$ cat config.mk
export PLATFORM = sky130hd
export DESIGN_NAME = day_calendar
export DESIGN_NICKNAME = d
export VERILOG_FILES = /design/src/rtl/day_calendar.sv
export SDC_FILE = /design/constraint.sdc
export NUM_CORES = 1
export LEC_CHECK = 0
export CAP_MARGIN = 20
export CORE_MARGIN = 2
export CORE_UTILIZATION = 33
export CTS_CLUSTER_DIAMETER = 80
export CTS_CLUSTER_SIZE = 28
export DETAILED_ROUTE_END_ITERATION = 8
export PLACE_DENSITY_LB_ADDON = 0.2
export SLEW_MARGIN = 20
export SYNTH_ARGS = -nofsm -noshare
export SYNTH_HDL_FRONTEND = slang
export SYNTH_SLANG_ARGS = --single-unit
$ cat constraint.sdc
create_clock -name clk -period 6.75 [get_ports clk]
set_input_delay 1.0125 -clock clk [delete_from_list [all_inputs] [get_ports clk]]
set_output_delay 1.0125 -clock clk [all_outputs]
set_load 0.01 [all_outputs]
$ cat src/rtl/day_calendar.sv
// -----------------------------------------------------------------------------
// day_calendar
// Calendar unit for the watch controller. Tracks day-of-week, day-of-month and
// month. It advances once per dayTick strobe and supports a validated parallel
// load. It also drives four registered letter codes naming the current day for
// the character display.
//
// Ports:
//   clk           system clock, all state changes on the rising edge
//   resetTime_n   asynchronous active-low reset
//   dayTick       one-cycle strobe: advance one day
//   stop          hold; dayTick is ignored (not queued) while high
//   setValue      one-cycle load strobe for curDay/curDate/curMonth
//   curDay        day-of-week to load (0=MON..6=SUN)
//   curDate       day-of-month to load (1..31)
//   curMonth      month to load (1..12)
//   leapYear      level: current year is leap (February has 29 days)
//   dayOfWeek     current day-of-week (0..6)
//   date          current day-of-month (1..31)
//   month         current month (1..12)
//   FirstLetter..FourthLetter  day-name letter codes, zero-extended to LETTER_W
//   monthEnd      one-cycle pulse when date wraps to 1
//   yearEnd       one-cycle pulse when month wraps 12 -> 1
//   setErr        one-cycle pulse when a load is rejected
// -----------------------------------------------------------------------------
module day_calendar #(
  parameter int LETTER_W    = 4,
  parameter int RESET_DAY   = 0,
  parameter int RESET_DATE  = 1,
  parameter int RESET_MONTH = 1
) (
  input  logic                clk,
  input  logic                resetTime_n,
  input  logic                dayTick,
  input  logic                stop,
  input  logic                setValue,
  input  logic [2:0]          curDay,
  input  logic [4:0]          curDate,
  input  logic [3:0]          curMonth,
  input  logic                leapYear,
  output logic [2:0]          dayOfWeek,
  output logic [4:0]          date,
  output logic [3:0]          month,
  output logic [LETTER_W-1:0] FirstLetter,
  output logic [LETTER_W-1:0] SecondLetter,
  output logic [LETTER_W-1:0] ThirdLetter,
  output logic [LETTER_W-1:0] FourthLetter,
  output logic                monthEnd,
  output logic                yearEnd,
  output logic                setErr
);

  typedef enum logic [2:0] {
    MON = 3'd0,
    TUE = 3'd1,
    WED = 3'd2,
    THU = 3'd3,
    FRI = 3'd4,
    SAT = 3'd5,
    SUN = 3'd6
  } day_t;

  // Shared character encoding
  localparam logic [3:0] L_SP = 4'h0;
  localparam logic [3:0] L_A  = 4'h1;
  localparam logic [3:0] L_D  = 4'h2;
  localparam logic [3:0] L_E  = 4'h3;
  localparam logic [3:0] L_F  = 4'h4;
  localparam logic [3:0] L_H  = 4'h5;
  localparam logic [3:0] L_I  = 4'h6;
  localparam logic [3:0] L_N  = 4'h7;
  localparam logic [3:0] L_O  = 4'h8;
  localparam logic [3:0] L_R  = 4'hA;
  localparam logic [3:0] L_S  = 4'hB;
  localparam logic [3:0] L_T  = 4'hC;
  localparam logic [3:0] L_U  = 4'hD;
  localparam logic [3:0] L_M  = 4'hE;
  localparam logic [3:0] L_W  = 4'hF;

  // Number of days in month m; 0 for an invalid month so no date can fit it.
  function automatic logic [4:0] month_len(input logic [3:0] m, input logic leap);
    logic [4:0] len;
    case (m)
      4'd1, 4'd3, 4'd5, 4'd7, 4'd8, 4'd10, 4'd12: len = 5'd31;
      4'd4, 4'd6, 4'd9, 4'd11:                    len = 5'd30;
      4'd2:                                       len = leap ? 5'd29 : 5'd28;
      default:                                    len = 5'd0;
    endcase
    return len;
  endfunction

  // Four 4-bit letter codes {first, second, third, fourth} naming a day.
  function automatic logic [15:0] day_name(input day_t d);
    logic [15:0] name;
    case (d)
      MON:     name = {L_M, L_O, L_N, L_SP};
      TUE:     name = {L_T, L_U, L_E, L_SP};
      WED:     name = {L_W, L_E, L_D, L_SP};
      THU:     name = {L_T, L_H, L_U, L_SP};
      FRI:     name = {L_F, L_R, L_I, L_SP};
      SAT:     name = {L_S, L_A, L_T, L_SP};
      SUN:     name = {L_S, L_U, L_N, L_SP};
      default: name = {L_SP, L_SP, L_SP, L_SP};
    endcase
    return name;
  endfunction

  localparam day_t        RST_DAY   = day_t'(RESET_DAY[2:0]);
  localparam logic [4:0]  RST_DATE  = RESET_DATE[4:0];
  localparam logic [3:0]  RST_MONTH = RESET_MONTH[3:0];
  localparam logic [15:0] RST_NAME  = day_name(RST_DAY);

  day_t        day_r, day_nxt;
  logic [4:0]  date_r, date_nxt;
  logic [3:0]  month_r, month_nxt;
  logic [15:0] letters_nxt;
  logic [LETTER_W-1:0] first_r, second_r, third_r, fourth_r;
  logic        month_end_r, month_end_nxt;
  logic        year_end_r, year_end_nxt;
  logic        set_err_r, set_err_nxt;
  logic        load_ok;
  logic [4:0]  cur_len;
  logic [4:0]  adv_len;

  // Next-state logic: load/stop/advance priority, day ring and date/month rollover
  always_comb begin
    day_nxt       = day_r;
    date_nxt      = date_r;
    month_nxt     = month_r;
    month_end_nxt = 1'b0;
    year_end_nxt  = 1'b0;
    set_err_nxt   = 1'b0;
    cur_len       = month_len(curMonth, leapYear);
    adv_len       = month_len(month_r, leapYear);
    load_ok       = (curDay <= 3'd6) && (curMonth >= 4'd1) && (curMonth <= 4'd12) &&
                    (curDate >= 5'd1) && (curDate <= cur_len);

    if (setValue) begin
      // A coincident dayTick is dropped whether or not the load is accepted.
      if (load_ok) begin
        day_nxt   = day_t'(curDay);
        date_nxt  = curDate;
        month_nxt = curMonth;
      end else begin
        set_err_nxt = 1'b1;
      end
    end else if (stop) begin
      day_nxt   = day_r;
      date_nxt  = date_r;
      month_nxt = month_r;
    end else if (dayTick) begin
      case (day_r)
        MON:     day_nxt = TUE;
        TUE:     day_nxt = WED;
        WED:     day_nxt = THU;
        THU:     day_nxt = FRI;
        FRI:     day_nxt = SAT;
        SAT:     day_nxt = SUN;
        SUN:     day_nxt = MON;
        default: day_nxt = MON;  // unreachable encoding recovers to MON
      endcase
      // >= rather than == so a corrupted date still rolls over
      if (date_r >= adv_len) begin
        date_nxt      = 5'd1;
        month_end_nxt = 1'b1;
        if (month_r >= 4'd12) begin
          month_nxt    = 4'd1;
          year_end_nxt = 1'b1;
        end else begin
          month_nxt = month_r + 4'd1;
        end
      end else begin
        date_nxt = date_r + 5'd1;
      end
    end else begin
      day_nxt   = day_r;
      date_nxt  = date_r;
      month_nxt = month_r;
    end

    // Letters decode the next-state day so they update with dayOfWeek.
    letters_nxt = day_name(day_nxt);
  end

  // State, letter and pulse registers
  always_ff @(posedge clk or negedge resetTime_n) begin
    if (!resetTime_n) begin
      day_r       <= RST_DAY;
      date_r      <= RST_DATE;
      month_r     <= RST_MONTH;
      first_r     <= LETTER_W'(RST_NAME[15:12]);
      second_r    <= LETTER_W'(RST_NAME[11:8]);
      third_r     <= LETTER_W'(RST_NAME[7:4]);
      fourth_r    <= LETTER_W'(RST_NAME[3:0]);
      month_end_r <= 1'b0;
      year_end_r  <= 1'b0;
      set_err_r   <= 1'b0;
    end else begin
      day_r       <= day_nxt;
      date_r      <= date_nxt;
      month_r     <= month_nxt;
      first_r     <= LETTER_W'(letters_nxt[15:12]);
      second_r    <= LETTER_W'(letters_nxt[11:8]);
      third_r     <= LETTER_W'(letters_nxt[7:4]);
      fourth_r    <= LETTER_W'(letters_nxt[3:0]);
      month_end_r <= month_end_nxt;
      year_end_r  <= year_end_nxt;
      set_err_r   <= set_err_nxt;
    end
  end

  assign dayOfWeek    = day_r;
  assign date         = date_r;
  assign month        = month_r;
  assign FirstLetter  = first_r;
  assign SecondLetter = second_r;
  assign ThirdLetter  = third_r;
  assign FourthLetter = fourth_r;
  assign monthEnd     = month_end_r;
  assign yearEnd      = year_end_r;
  assign setErr       = set_err_r;

endmodule
### Word-level counts from Yosys, hierarchy flattened

Index checks and enable logic that the tools add are counted.

| storage, ports and cells | value |
|---|---|
| flip-flop bits (word level) | 31 |
| bits in latches | 0 |
| RAM bits | 0 |
| memory bits (read-only) | 0 |
| input port bits | 18 |
| output and inout port bits | 31 |
| word-level logic and storage cells | 101 |
| memories | 0 |

| operators by class | value |
|---|---|
| add/sub/neg operators | 2 |
| $mul | 0 |
| divide/modulo/power cells | 0 |
| $lt $le $gt $ge | 7 |
| eq/ne operators | 37 |
| shifts and indexed selects | 0 |
| multiplexer cells | 31 |
| bitwise gates (word level) | 0 |
| reduce and logical (&&, ||, !) cells | 14 |

Operators with widths:

| kind | number |
|---|---|
| case mux 16 bit (7 select lines) | 1 |
| equality test 4 bit, second input constant | 10 |
| equality test 4 x 3 -> 1 bit, second input constant | 8 |
| case mux 5 bit (3 select lines) | 2 |
| 2-to-1 mux 5 bit | 5 |
| 2-to-1 mux 4 bit | 6 |
| case mux 3 bit (6 select lines) | 1 |
| equality test 4 x 2 -> 1 bit, second input constant | 4 |
| equality test 3 bit, second input constant | 5 |
| OR reduction 7 bit | 2 |
| equality test 3 x 2 -> 1 bit, second input constant | 4 |
| 2-to-1 mux 1 bit | 12 |
| 2-to-1 mux 3 bit | 4 |
| equality test 4 x 1 -> 1 bit, second input constant | 2 |
| OR reduction 4 bit | 2 |
| equality test 3 x 1 -> 1 bit, second input constant | 2 |
| logical NOT 3 bit | 2 |
| adder 5 x 1 -> 5 bit, second input constant | 1 |
| >= comparator 5 x 1 -> 1 bit, second input constant | 1 |
| >= comparator 5 bit | 1 |
| <= comparator 5 bit | 1 |
| adder 4 x 1 -> 4 bit, second input constant | 1 |
| >= comparator 4 x 1 -> 1 bit, second input constant | 1 |
| >= comparator 4 bit, second input constant | 1 |
| 7 further kinds | 12 |

### Depth between registers and ports, before layout

| depth | value |
|---|---|
| depth after elaboration | 9 |
| gate-level depth with buffers | 14 |
| depth with buffers taken out | 13 |

### Worst setup path after synthesis

OpenSTA, ideal clock, no wires.

| path | value |
|---|---|
| path type | in2reg |
| from | in curMonth[3] |
| to | reg second_r[0], in the netlist SecondLetter[0] |
| library setup time | 124 ps |
| data arrival time | 3604 ps |
| required time | 6626 ps |
| slack | 3022 ps |
| cell stages on the path | 11 |
| path buffers | 1 |
| path through | or3_1 -> o21ai_2 -> ha_1 -> a21oi_1 -> o221ai_1 -> a2111oi_4 -> nor2_4 -> a221o_1 -> buf_6 -> nor2_1 -> a21oi_1 |

| between the ends | value |
|---|---|
| cells in the longest elaborated chain, start to end | 9 |

Ends and longest elaborated chain:

| item | line | source |
|---|---|---|
| start, declared | 39 | `input logic [3:0] curMonth,` |
| equality test 4 x 1 -> 1 bit (tied with other cells) | 83 | `case (m)` |
| OR reduction 7 bit (tied with other cells) | 83 |  |
| case mux 5 bit (3 select lines) or logical AND 1 bit (tied branches) | 83, 135 |  |
| <= comparator 5 bit or logical AND 1 bit (tied branches) | 136, 135 |  |
| logical AND 1 bit * | 136 | `(curDate >= 5'd1) && (curDate <= cur_len);` |
| 2-to-1 mux 3 bit * | 140 | `if (load_ok) begin` |
| 2-to-1 mux 3 bit * | 138 | `if (setValue) begin` |
| named net day_nxt[0] | 113 | `day_t day_r, day_nxt;` |
| equality test 3 bit (tied with other cells) | 95 | `case (d)` |
| case mux 16 bit (7 select lines) * | 95 |  |
| named net letters_nxt[8] | 116 | `logic [15:0] letters_nxt;` |
| end signal, assigned | 192 | `second_r <= LETTER_W'(RST_NAME[11:8]);` |
| end signal, assigned | 203 | `second_r <= LETTER_W'(letters_nxt[11:8]);` |
| end, declared | 117 | `logic [LETTER_W-1:0] first_r, second_r, third_r, fourth_r;` |

The timed path passes the listed nets; every way through them passes the cells marked *.
A chain may end at the register's enable or synchronous reset.

### Worst setup path after layout

| path | value |
|---|---|
| from | in curMonth[3] |
| to | reg third_r[0], in the netlist ThirdLetter[0] |

| between the ends | value |
|---|---|
| cells in the longest elaborated chain, start to end | 9 |

Ends and longest elaborated chain:

| item | line | source |
|---|---|---|
| equality test 4 x 1 -> 1 bit (tied with other cells) | 83 |  |
| OR reduction 7 bit (tied with other cells) | 83 |  |
| case mux 5 bit (3 select lines) or logical AND 1 bit (tied branches) | 83, 135 |  |
| <= comparator 5 bit or logical AND 1 bit (tied branches) | 136, 135 |  |
| logical AND 1 bit * | 136 |  |
| 2-to-1 mux 3 bit * | 140 |  |
| 2-to-1 mux 3 bit * | 138 |  |
| equality test 3 bit (tied with other cells) | 95 |  |
| case mux 16 bit (7 select lines) * | 95 |  |
| named net letters_nxt[4] | 116 |  |
| end signal, assigned | 193 | `third_r <= LETTER_W'(RST_NAME[7:4]);` |
| end signal, assigned | 204 | `third_r <= LETTER_W'(letters_nxt[7:4]);` |
| end, declared | 117 |  |

Marks and branches as above.

==> summary.txt <==
Pwr
  • Net Sw Frac: 0.401
  • Flop pwr share: 0.325
  • Leakage power: 0.965 nW
  • PwrDens: 398 nW/um^2
  • Internal Pwr Total: 0.543 mW
  • Comb pwr share: 0.569
  • Max VDD drop: 0.000160 V
  • Clock share of power: 0.107
  • Switching Power: 0.364 mW

Clock network
  • Setup Fix Bufs, Post-CTS: 0
  • Clock root cell: clkbuf_8
  • CTS tree: built
  • # resized after CTS: 0
  • Worst-skew pair later-pin latency: 0.28 ns
  • CTS H-tree depth: 1
  • CTS Sinks: 27
  • Clk buf depth: 2
  • TritonCTS Buffers: 3
  • Clock-pin slew on the worst setup and hold paths: 0.10 ns
  • # hold bufs at CTS: 0

Synth
  • Ys async rst share: 1.00
  • Distinct cell type count after synthesis: 52
  • Mean Syn Cell Area: 9.83 um^2
  • Mapped Area: 1740 um^2
  • Cells after Synth: 177
  • Synthesis-stage register bit count: 27
  • Yosys warnings: 0
  • Cell accounting for the most synthesized area: dfrtp_1
  • Main flop type after synthesis: dfrtp_1
  • Synth top area cells: dfrtp_1 (26%), dfstp_2 (14%), ha_1 (11%), a21oi_1 (3.5%), nand2_1 (3.2%)
  • Area share of the largest cell type after synthesis: 0.259
  • Seq/Total Area, Yosys: 0.395
  • EDFF count, synth: 0

Floorplanning
  • Die X: 76.6 um
  • Die Y: 76.6 um
  • Die area: 5870 um^2
  • Initial core utilization: 0.341
  • Number of primary I/O pins: 49
  • Core box area: 5110 um^2
  • Row Count: 26

STA
  • Layout Skew: 0.00482 ns
  • Final Hold Vio Count: 0
  • Post-route setup TNS: 0 ns
  • Fmax achieved: 0.226 GHz
  • Pins Over Slew Limit: 0
  • Relative slew slack: 0.527
  • Worst Tran Pin Value: 0.691 ns
  • Minimum clock period: 4.43 ns
  • RSZ-0062 raised after global routing: no
  • Final WS setup: 2.32 ns
  • Tcrit/Tclk final: 0.657
  • Hold Worst Slack: 0.567 ns
  • # setup viols final: 0

Routing
  • Antenna Nets Post-Route: 0
  • Initial DRC count: 132
  • Via/cell ratio: 5.11
  • Number of remaining DRC errors: 0
  • Routed WL: 3910 um
  • Avg WL per Cell: 13.5 um
  • Pre-Repair DR Iteration Count: 4
  • DR vias: 1,483

Global route
  • Gr usage total: 0.141
  • Overflow after GRT: 0
  • Initial antenna violation count: 0
  • Number of global-route vias before repair: 1,407
  • First-pass GRT wire length: 6710 um
  • Largest net degree at the start of global routing: 28

Flow run
  • Max-Cap Viols: 0

Setup path
  • Worst path required time: 6.95 ns
  • Crit Path Max Fanout: 13
  • Delay-heaviest family, CP: compound AO/OA/AOI/OAI gates
  • Crit end category: register
  • Slowest stage delay, CP: 0.60 ns
  • Crit path cell chain: clkdlybuf4s50_1, or3_1, o21ai_2, ha_1, a21oi_1, o221ai_1, a2111oi_4, nor2_4, a221o_1, nand2b_4, xor2_1
  • WP data arrival: 4.63 ns
  • Critical Path Start Type: input pin
  • Buf+Inv Stages, Crit Path: 1
  • Worst path slowest cell: a2111oi_4
  • Setup Crit Path Kind: input pin to register

Run status
  • Outcome: finished clean

Finish
  • Fill cell count: 498
  • Area Growth Syn to Fin: 31.1%
  • Antenna cells: 0
  • # nets final: 254
  • Final std cells w/o fill: 290
  • Most frequent cells in the layout: clkdlybuf4s50_1 (44), dfrtp_1 (18), nand2_1 (15), ha_1 (15)
  • Most common cell after layout, fill and taps aside: clkdlybuf4s50_1
  • Layout cells sized above 1: 0.136

Placement
  • Pre-CTS setup slack: 1.94 ns
  • Port bufs: 44
  • GPL Wtd Cong: 0.834
  • Post-DP HPWL: 2980 um
  • Dpl cells: 286

Hold path
  • Hold crit path type: register to register
[kinds of logic after synthesis]
kind of cell / Yosys count / synth area share
adders and majority gates: 15 / 0.108
and+or+nand+nor: 51 / 0.152
xor gates and xnor gates: 4 / 0.0288
DFF: 27 / 0.395
muxes: 4 / 0.0237
AOI/OAI and AO/OA: 53 / 0.226
other: 1 / 0.00215
buffers and inverters: 22 / 0.0640
[through the flow]
step	util	total power, mW	instance area (um^2)
final	0.447	0.907	2280
after global placement	0.436	0.812	2220
after global routing	0.447	0.992	2280
after detailed placement	0.436	0.815	2220
after floorplan	-	0.620	1750
after CTS	0.445	0.916	2270
[final cells by class]
cell class / count / area (um^2) / area share
multi-input cells: 131 / 961 / 0.421
flip-flops and latches: 27 / 687 / 0.301
repair buffers: 45 / 448 / 0.196
well taps: 70 / 87.6 / 0.0384
inverters: 13 / 48.8 / 0.0214
clock buffers: 3 / 41.3 / 0.0181
clock inverters: 1 / 7.51 / 0.00329
[final timing paths]
path | start | endpoint | slack (ns) | cells after the start
min in group asynchronous | resetTime_n | month[2] | 1.10 | 2
max | curMonth[3] | ThirdLetter[0] | 2.32 | 11
max in group asynchronous | resetTime_n | month[0] | 5.34 | 2
min reg2reg | date[0] | date[0] | 0.57 | 1
max reg2reg | month[0] | date[1] | 3.06 | 11
min | date[0] | date[0] | 0.57 | 1
[sequential cells by signal (all words and copies together), names as in the netlist]
signal / flops
FirstLetter: 4
SecondLetter: 4
ThirdLetter: 4
date: 5
dayOfWeek: 3
month: 4
monthEnd: 1
setErr: 1
yearEnd: 1
[power groups by stage]
stage	clock (mW)	combinational, mW	sequential (mW)
after CTS	0.0999	0.522	0.294
after global routing	0.110	0.577	0.305
after detailed placement	0	0.519	0.296
after floorplan	0	0.303	0.317
final	0.0969	0.516	0.294
after global placement	0	0.514	0.299
[synthesized netlist by cell type, types with 2 or more instances]
cell type	number
a2111oi_0	2
a211oi_1	3
a21o_1	5
a21oi_1	12
a22oi_1	2
a31oi_1	2
a32oi_1	3
buf_2	2
buf_4	5
dfrtp_1	18
dfstp_2	9
ha_1	15
inv_1	13
mux2i_1	3
nand2_1	15
nand3_1	2
nor2_1	13
nor2b_1	3
nor3_1	4
nor4_1	2
o21ai_0	10
o221ai_1	3
xnor2_2	2
[layer usage]
metal  routed length, um  GRT usage  up-vias
li1                    -          -      720
met1                1800      0.188      704
met2                1840      0.228       54
met3                 224     0.0332        5
met4                  47     0.0382        0
met5                   0          0        -
(Power assumes the default switching activity.)
